`config.mk`:
```
export PLATFORM = sky130hd
export DESIGN_NAME = axi_fourchan_tx_sched
export DESIGN_NICKNAME = d
export VERILOG_FILES = /design/src/rtl/axi_fourchan_sched_pkg.sv /design/src/rtl/ll_rr_arb4.sv /design/src/rtl/axi_fourchan_tx_sched.sv
export SDC_FILE = /design/constraint.sdc
export NUM_CORES = 1
export LEC_CHECK = 0
export ABC_AREA = 1
export CAP_MARGIN = 20
export CORE_AREA = 2 2 156 158
export DETAILED_ROUTE_END_ITERATION = 8
export DIE_AREA = 0 0 158 160
export DONT_BUFFER_PORTS = 1
export PLACE_DENSITY = 0.39
export SYNTH_ARGS = -nofsm -noshare
export SYNTH_HDL_FRONTEND = slang
export SYNTH_HIERARCHICAL = 1
export SYNTH_SLANG_ARGS = --single-unit
```
`constraint.sdc`:
```
create_clock -name clk_wr -period 7 [get_ports clk_wr]
set_input_delay 0.35 -clock clk_wr [delete_from_list [all_inputs] [get_ports clk_wr]]
set_output_delay 0.35 -clock clk_wr [all_outputs]
set_load 0.01 [all_outputs]
```
`src/rtl/axi_fourchan_sched_pkg.sv`:
```
// Shared types and defaults for the four-channel logic-link TX scheduler.
package axi_fourchan_sched_pkg;

    localparam int DEF_DATA_W = 74;
    localparam int DEF_NUM_CH = 4;

    typedef enum logic [1:0] {
        CH_AW = 2'd0,
        CH_W  = 2'd1,
        CH_AR = 2'd2,
        CH_RB = 2'd3
    } ch_id_e;

    function automatic int credit_w(input int max_credit);
        return $clog2(max_credit + 1);
    endfunction

endpackage

```
`src/rtl/ll_rr_arb4.sv`:
```
// Four-way round-robin arbiter: first requester at or after ptr wins.
module ll_rr_arb4 (
    input  logic [3:0] req,
    input  logic [1:0] ptr,
    output logic [3:0] gnt,
    output logic [1:0] gnt_id
);

    logic       found;
    logic [1:0] idx;

    always_comb begin
        gnt    = '0;
        gnt_id = '0;
        found  = 1'b0;
        idx    = '0;
        for (int k = 0; k < 4; k++) begin
            idx = ptr + 2'(k);
            if (!found && req[idx]) begin
                gnt[idx] = 1'b1;
                gnt_id   = idx;
                found    = 1'b1;
            end
        end
    end

endmodule

```
`src/rtl/axi_fourchan_tx_sched.sv`:
```
// Credit-aware round-robin scheduler merging four AXI channel streams
// onto one logic-link TX slot, tagging each word with its channel ID.
module axi_fourchan_tx_sched
    import axi_fourchan_sched_pkg::*;
#(
    parameter int DATA_W      = DEF_DATA_W,
    parameter int NUM_CH      = DEF_NUM_CH,
    parameter int INIT_CREDIT = 8,
    parameter int MAX_CREDIT  = 15
) (
    input  logic                     clk_wr,
    input  logic                     rst_wr_n,
    input  logic                     sched_en,
    input  logic [NUM_CH-1:0]        ch_tx_valid,
    output logic [NUM_CH-1:0]        ch_tx_ready,
    input  logic [NUM_CH*DATA_W-1:0] ch_tx_data,
    input  logic [NUM_CH-1:0]        credit_return,
    output logic                     link_valid,
    input  logic                     link_ready,
    output logic [DATA_W-1:0]        link_data,
    output logic [1:0]               link_chid,
    output logic [NUM_CH-1:0]        credit_avail,
    output logic [NUM_CH-1:0]        credit_overflow
);

    localparam int CREDIT_W = credit_w(MAX_CREDIT);

    logic [CREDIT_W-1:0] cred_q [NUM_CH];
    logic [CREDIT_W-1:0] cred_d [NUM_CH];
    logic [NUM_CH-1:0]   ovf_q, ovf_d;

    logic                valid_q, valid_d;
    logic [DATA_W-1:0]   data_q, data_d;
    ch_id_e              chid_q, chid_d;
    logic [1:0]          ptr_q, ptr_d;

    logic [NUM_CH-1:0]   eligible;
    logic [NUM_CH-1:0]   req;
    logic [3:0]          gnt;
    logic [1:0]          gnt_id;
    logic                free;
    logic                grant;
    logic [DATA_W-1:0]   sel_data;

    always_comb begin
        for (int i = 0; i < NUM_CH; i++) begin
            credit_avail[i] = (cred_q[i] != '0);
        end
    end

    assign eligible = ch_tx_valid & credit_avail;
    // Register is free when empty or draining this very cycle.
    assign free     = !valid_q || link_ready;
    assign req      = (sched_en && free && rst_wr_n) ? eligible : '0;
    assign grant    = |gnt;

    ll_rr_arb4 u_arb (
        .req    (req),
        .ptr    (ptr_q),
        .gnt    (gnt),
        .gnt_id (gnt_id)
    );

    always_comb begin
        sel_data = '0;
        for (int i = 0; i < NUM_CH; i++) begin
            if (gnt[i]) begin
                sel_data = ch_tx_data[i*DATA_W +: DATA_W];
            end
        end
    end

    always_comb begin
        valid_d = valid_q;
        data_d  = data_q;
        chid_d  = chid_q;
        ptr_d   = ptr_q;
        if (grant) begin
            valid_d = 1'b1;
            data_d  = sel_data;
            chid_d  = ch_id_e'(gnt_id);
            ptr_d   = gnt_id + 2'd1;
        end else if (link_ready) begin
            valid_d = 1'b0;
        end
    end

    always_comb begin
        for (int i = 0; i < NUM_CH; i++) begin
            cred_d[i] = cred_q[i];
            ovf_d[i]  = ovf_q[i];
            unique case ({gnt[i], credit_return[i]})
                2'b10: cred_d[i] = cred_q[i] - CREDIT_W'(1);
                2'b01: begin
                    if (cred_q[i] == CREDIT_W'(MAX_CREDIT)) begin
                        ovf_d[i] = 1'b1;
                    end else begin
                        cred_d[i] = cred_q[i] + CREDIT_W'(1);
                    end
                end
                default: ;
            endcase
        end
    end

    always_ff @(posedge clk_wr or negedge rst_wr_n) begin
        if (!rst_wr_n) begin
            valid_q <= 1'b0;
            data_q  <= '0;
            chid_q  <= CH_AW;
            ptr_q   <= '0;
            ovf_q   <= '0;
            for (int i = 0; i < NUM_CH; i++) begin
                cred_q[i] <= CREDIT_W'(INIT_CREDIT);
            end
        end else begin
            valid_q <= valid_d;
            data_q  <= data_d;
            chid_q  <= chid_d;
            ptr_q   <= ptr_d;
            ovf_q   <= ovf_d;
            for (int i = 0; i < NUM_CH; i++) begin
                cred_q[i] <= cred_d[i];
            end
        end
    end

    assign ch_tx_ready     = gnt[NUM_CH-1:0];
    assign link_valid      = valid_q;
    assign link_data       = data_q;
    assign link_chid       = chid_q;
    assign credit_overflow = ovf_q;

endmodule

```
==> run_results.csv, run 1 <==
group,metric,value,unit
run_status,status,"finished, final reports clean",
clock_network,ctsLongestPathBuffers,2,
sta,max_freq,228.8,MHz
clock_network,clk_latency,0.36,ns
floorplan,die_w,158,µm
logic_synthesis,synth_cell_types,37,
floorplan,die_h,160,µm
routing,met3WireLength,1714,µm
clock_network,clock_sinks,99,
critical_path,startpoint_type,"register",
global_route,grt_max_degree,100,
clock_network,cts_tree,"yes",
logic_synthesis,ys_ff_latch,99,
logic_synthesis,avgSynthCellArea,7.164,µm²
routing,routed.top_layer,"met4",
routing,met1_length,10090,µm
routing,drcViolationCount,0,
routing,avgViaCountPerCell,5.119,
critical_path,cp_slowest_stage_delay,0.58,ns
critical_path,cpMostUsedCell,"nand2_1",
worst_hold_path,hp-class,"in -> reg",
finish,nets,1208,
critical_path,crit_path_end_kind,"register",
sta,relSlewSlack,40.05,%
sta,finalHoldViolations,0,
sta,finalMaxSlewViolations,0,
sta,tns,0,ns
finish,area_delta_synth_final,8.504,%
global_route,grt_antenna_before_repair,3,
logic_synthesis,synth_nets,1245,
logic_synthesis,synth_area_leaders,"dfrtp_1 (36%), nand2_1 (22%), nand3_1 (9.0%), o211ai_1 (8.4%), a21oi_1 (6.2%)",
floorplan,dieArea,0.02528,mm²
logic_synthesis,synth_top_area_share,36.07,%
clock_network,ctsRootBufferMaster,"clkbuf_16",
floorplan,core_area,0.02382,mm²
floorplan,rows,57,
sta,min_period_over_period,62.44,%
critical_path,worst_ep_arrival_time,4.65,ns
logic_synthesis,synth_warnings,6,
global_route,grt_pass1_vias,6158,
critical_path,worstSetupPathType,"reg -> reg",
sta,min_period,4.371,ns
sta,skew,0.01950,ns
routing,wl_met2,12040,µm
sta,rsz0062_at_grt,"no",
logic_synthesis,synth_largest_area_cell,"dfrtp_1",
floorplan,start_util,27.67,%
finish,nFillCells,2656,
clock_network,htree_levels,3,
global_route,grt_pass1_wl,36000,µm
logic_synthesis,yosys.cell_count.top_type,"nand2_1",
sta,setup_viol,0,
floorplan,io_pins,397,
logic_synthesis,synthTopCellsByCount,"nand2_1 (378), nand3_1 (118), dfrtp_1 (95)",
place,io_buffer_count,0,
critical_path,path_max_fanout,67,
logic_synthesis,synth_seq_area_share,37.66,%
routing,drtPass1Iterations,4,
clock_network,numCtsBuffers,9,
logic_synthesis,async_flop_share,100.0,%
critical_path,crit_family,"simple AND/OR/NAND/NOR gates",
critical_path,cp_slowest_cell,"buf_4",
finish,drive_above_1_share,5.293,%
critical_path,critPathRequiredTime,7.28,ns
clock_network,ctsResizeCount,0,
logic_synthesis,netlist_instances,920,
logic_synthesis,synth_edf_count,0,
run,drv_cap,0,
routing,wire_per_inst,20.07,µm
place,hpwlAfterDp,17580,µm
sta,worst-slew-pin-transition,0.8992,ns
global_route,track_usage,18.70,%
routing,drt_iter0_markers,344,
routing,via_count,6220,
place,gp_congestion,0.7713,
logic_synthesis,syn_area,0.006591,mm²
critical_path,cp_cell_sequence,"nand2_1, nand3_1, nor3_1, inv_1, nand2_1, nand3_4, nand2_8, nor2_2, a21oi_1, nand3_4, buf_4, nor2_4, buf_4, nand2_1, nand2_1, o211ai_1, nand3_1",
routing,routed_wl,24380,µm
clock_network,clk_pin_slew_worst_paths,0.08,ns
routing,ant_nets,0,
logic_synthesis,synthFlopType,"dfrtp_1",
critical_path,crit_buf_inv,3,
global_route,grt_remaining_overflow,0,
[sequential cells by signal (all words and copies together), names as in the netlist]
signal           flops
cred_q              16
credit_overflow      4
link_chid            2
link_data           74
link_valid           1
ptr_q                2
[logic make-up after synthesis]
logic type | after synthesis | share of synthesized area (%)
buffers and inverters | 94 | 6.966
AND/OR/NAND/NOR | 534 | 34.66
XOR/XNOR | 9 | 1.196
flip-flops | 99 | 37.66
adder cells (fa/ha/maj) | 17 | 3.683
AO/OA/AOI/OAI | 167 | 15.83
[timing repair]
item / in CTS / in global routing
hold buffers: 2 / 0
endpoints found under the hold margin: 99 / 0
setup endpoints to repair: 0 / 0
buffers inserted: 0 / 0
[routing by layer]
layer | vias up | track usage, %
li1 | 3013 | -
met1 | 2910 | 23.52
met2 | 268 | 31.62
met3 | 29 | 3.664
met4 | 0 | 6.839
met5 | - | 0
[final timing paths]
path	start	depth (start not counted)	slack [ns]	end
worst max-delay path	link_valid	17	2.63	link_data[0]
worst min-delay path	ch_tx_data[294]	2	0.12	link_data[72]
worst max register to register	link_valid	17	2.63	link_data[0]
worst min register to register	cred_q[15]	2	0.49	cred_q[15]
max in group asynchronous	rst_wr_n	2	5.96	link_data[64]
min in group asynchronous	rst_wr_n	2	0.58	link_data[22]
[layout make-up]
class,count,area [µm²],area share [%]
well taps,324,405.4,5.668
inverters,37,157.7,2.204
multi-input cells,727,3692,51.63
flip-flops and latches,99,2482,34.71
repair buffers,9,102.6,1.435
clock inverters,5,61.31,0.8572
clock buffers,11,242.7,3.394
diodes,3,7.507,0.1050
[worst register-to-register path: cells and delay by family, from the launching register on]
kind | cells | cell delay [ns]
flops | 1 | 0.42
compound gates | 2 | 0.29
simple gates | 12 | 2.44
buf+inv | 3 | 1.13
[placed cells by master, fill, tap and decap left out, types with 5 or more instances in the layout]
cell	instances
dfrtp_1	95
ha_1	13
o211ai_1	74
inv_1	30
nand3_1	115
clkbuf_16	9
a21oi_1	81
xor2_1	8
buf_4	6
inv_2	5
nor2_1	9
nand2_1	378
[stage by stage]
step | instances | cell area, µm² | utilization, % | setup WS (ns) | hold WS (ns)
floorplan | 920 | 6591 | - | 4.197 | 0.05441
global route | 1215 | 7152 | 30.02 | 2.137 | 0.1053
detailed placement | 1194 | 6803 | 28.56 | 2.569 | 0.05681
CTS | 1212 | 7144 | 29.99 | 2.541 | 0.1083
finish | 1215 | 7152 | 30.02 | 2.629 | 0.1220
global placement | 1194 | 6803 | 28.56 | 2.588 | 0.05758
Power of run 1 is not shown: default switching activity piles up to over one toggle a cycle in this logic, so the estimate is an artifact.
==> run 2, diff against run 1 <==
Settings changed: CORE_AREA 2 2 156 158 to 2 2 155 157, DIE_AREA 0 0 158 160 to 0 0 157 159, PLACE_DENSITY 0.39 to 0.41.
Clock period 7 ns to 3.65 ns, I/O delays scaled along.
==> run 2 against run 1 <==
Compared with the run above:
- flip-flop and latch count stayed put
- count of clock-buffer cells in the layout fell by 1
- worst setup slack worse by 2.4 ns
- core utilization is 7.3 points higher
- clock skew fell by 0.0055 ns
- design area is 21% higher
==> run_results.csv, run 2 (synthesis gave the netlist of run 1 again) <==
group,metric,value,unit
run_status,status,"finished, final reports clean",
clock_network,ctsLongestPathBuffers,2,
finish,final_core_util,37.28,%
power,p_total,12.60,mW
sta,finalHoldViolations,0,
worst_hold_path,min_path_cells,2,
sta,min_period,3.408,ns
finish,largest_reg_flops,74,
floorplan,die_w,157,µm
routing,avgViaCountPerCell,5.176,
sta,min_period_over_period,93.36,%
floorplan,core_area,0.02319,mm²
worst_hold_path,hp-class,"in -> reg",
worst_hold_path,worstHoldEndpoint,"link_data[61]",
critical_path,crit_path_end_kind,"register",
critical_path,ff2ff_setup_slack,0.24,ns
clock_network,numCtsBuffers,9,
clock_network,clock_sinks,99,
routing,via_count,7029,
finish,fin_cells,1358,
place,dp_slack,-0.05544,ns
global_route,grt_pass1_wl,39120,µm
clock_network,cts_tree,"yes",
floorplan,io_pins,397,
sta,rsz0062_at_grt,"no",
critical_path,worst_ep_arrival_time,3.63,ns
sta,skew,0.01403,ns
routing,drt_iter0_markers,380,
sta,setup_viol,0,
place,hpwlAfterDp,17940,µm
power,irDropWorstVdd,0.7830,mV
global_route,track_usage,20.19,%
global_route,grt_antenna_before_repair,1,
place,gp_congestion,0.8476,
routing,ant_nets,0,
critical_path,worstSetupPathType,"reg -> reg",
run,drv_cap,0,
critical_path,path_max_fanout,40,
clock_network,clk_latency,0.35,ns
critical_path,r2r_cells,17,
finish,drive_above_1_share,7.418,%
clock_network,clk_pin_slew_worst_paths,0.07,ns
routing,wire_per_inst,19.99,µm
global_route,grt_remaining_overflow,0,
place,dp_cells,1206,
power,powerDensity,1457,mW/mm²
finish,nets,1358,
routing,drcViolationCount,0,
sta,fin_ws,0.2422,ns
sta,tns,0,ns
routing,drtPass1Iterations,5,
finish,mostFrequentLayoutCells,"nand2_1 (378), dlygate4sd3_1 (127), nand3_1 (114)",
global_route,grt_max_degree,100,
worst_hold_path,min_from,"ch_tx_data[209]",
routing,routed_wl,27140,µm
power,power_leakage,3.953,nW
global_route,grt_pass1_vias,7072,
floorplan,die_h,159,µm
sta,relSlewSlack,51.82,%
sta,max_freq,293.4,MHz
clock_network,ctsRootBufferMaster,"clkbuf_16",
finish,layout_commonest_cell,"nand2_1",
critical_path,r2r-end,"link_data[66]",
floorplan,rows,56,
critical_path,startpoint_type,"register",
sta,finalMaxSlewViolations,0,
place,io_buffer_count,0,
clock_network,htree_levels,3,
critical_path,r2r_start,"cred_q[9]",
finish,area_delta_synth_final,31.19,%
floorplan,start_util,28.42,%
critical_path,critPathRequiredTime,3.87,ns
sta,worst-slew-pin-transition,0.7220,ns
floorplan,dieArea,0.02496,mm²
[run 2: cell count changes in the layout (fill, tap and decap cells not counted), moves of 2 or more]
cell	previous run	this run
nor3_2	0	3
diode_2	3	1
nor4_2	0	2
nor2_2	1	3
buf_6	0	2
buf_4	6	24
nor3_1	4	1
nor4_1	4	2
dlygate4sd3_1	1	127
[run 2: timing repair]
action | in CTS | in global routing
resized for setup | 0 | 8
hold buffers | 126 | 2
cloned | 1 | 2
setup endpoints to repair | 20 | 36
buffers inserted | 0 | 3
pin swaps | 1 | 4
endpoints found under the hold margin | 172 | 2
[run 2: worst max-delay path by stage]
stage,startpoint,end,slack (ns),cells after the start
after floorplan,link_valid,cred_q[3],0.85,19
after global placement,cred_q[1],link_data[8],0.06,14
after detailed placement,link_valid,link_data[12],-0.06,16
after CTS,cred_q[7],link_data[0],0.01,17
after global routing,link_ready,link_data[55],0.03,20
final,cred_q[9],link_data[66],0.24,17
[run 2: per-stage QoR]
| stage | hold WS (ns) | instance area (µm²) |
|---|---|---|
| CTS | 0.0006541 | 8516 |
| global placement | -0.1098 | 6937 |
| floorplan | -0.1131 | 6591 |
| global route | 0.005292 | 8647 |
| finish | 0.01577 | 8647 |
| detailed placement | -0.1106 | 6937 |
[run 2: area by class of cell]
cell class                 count  area [µm²]
fill                        2397       14550
multi-input combinational    729        3737
sequential                    99        2482
timing repair buffer         157        1574
tap                          319       399.1
clock buffer                  10       229.0
inverter                      37       157.7
clock inverter                 6       65.06
antenna                        1       2.502
[run 2: power breakdown]
part	total, mW	leakage [nW]	internal [mW]	switching [mW]
Combinational	9.02	2.63	3.20	5.82
Clock	0.990	0.143	0.535	0.456
Sequential	2.59	1.18	1.86	0.727
Total	12.6	3.95	5.60	7.00
[run 2: worst max-delay path: stages (launching register included)]
cell,delay (ns)
dfrtp_1,0.45
nor4_1,0.44
nor3_2,0.10
nand2_1,0.15
nand3_1,0.09
nand2_1,0.11
nand2_1,0.09
inv_1,0.12
nand3_1,0.13
nand3_4,0.15
buf_16,0.25
nor2_1,0.08
nand2_1,0.12
inv_2,0.08
buf_6,0.17
nand2_1,0.07
nand3_1,0.07
dlygate4sd3_1,0.57
[run 2: routing by layer]
metal / GRT usage, % / wire, µm / vias up
met4: 6.297 / 685 / 0
li1: - / - / 3313
met2: 36.68 / 13590 / 351
met1: 22.98 / 10710 / 3326
met5: 0 / 0 / -
met3: 5.035 / 2151 / 39
(Power assumes the default switching activity.)
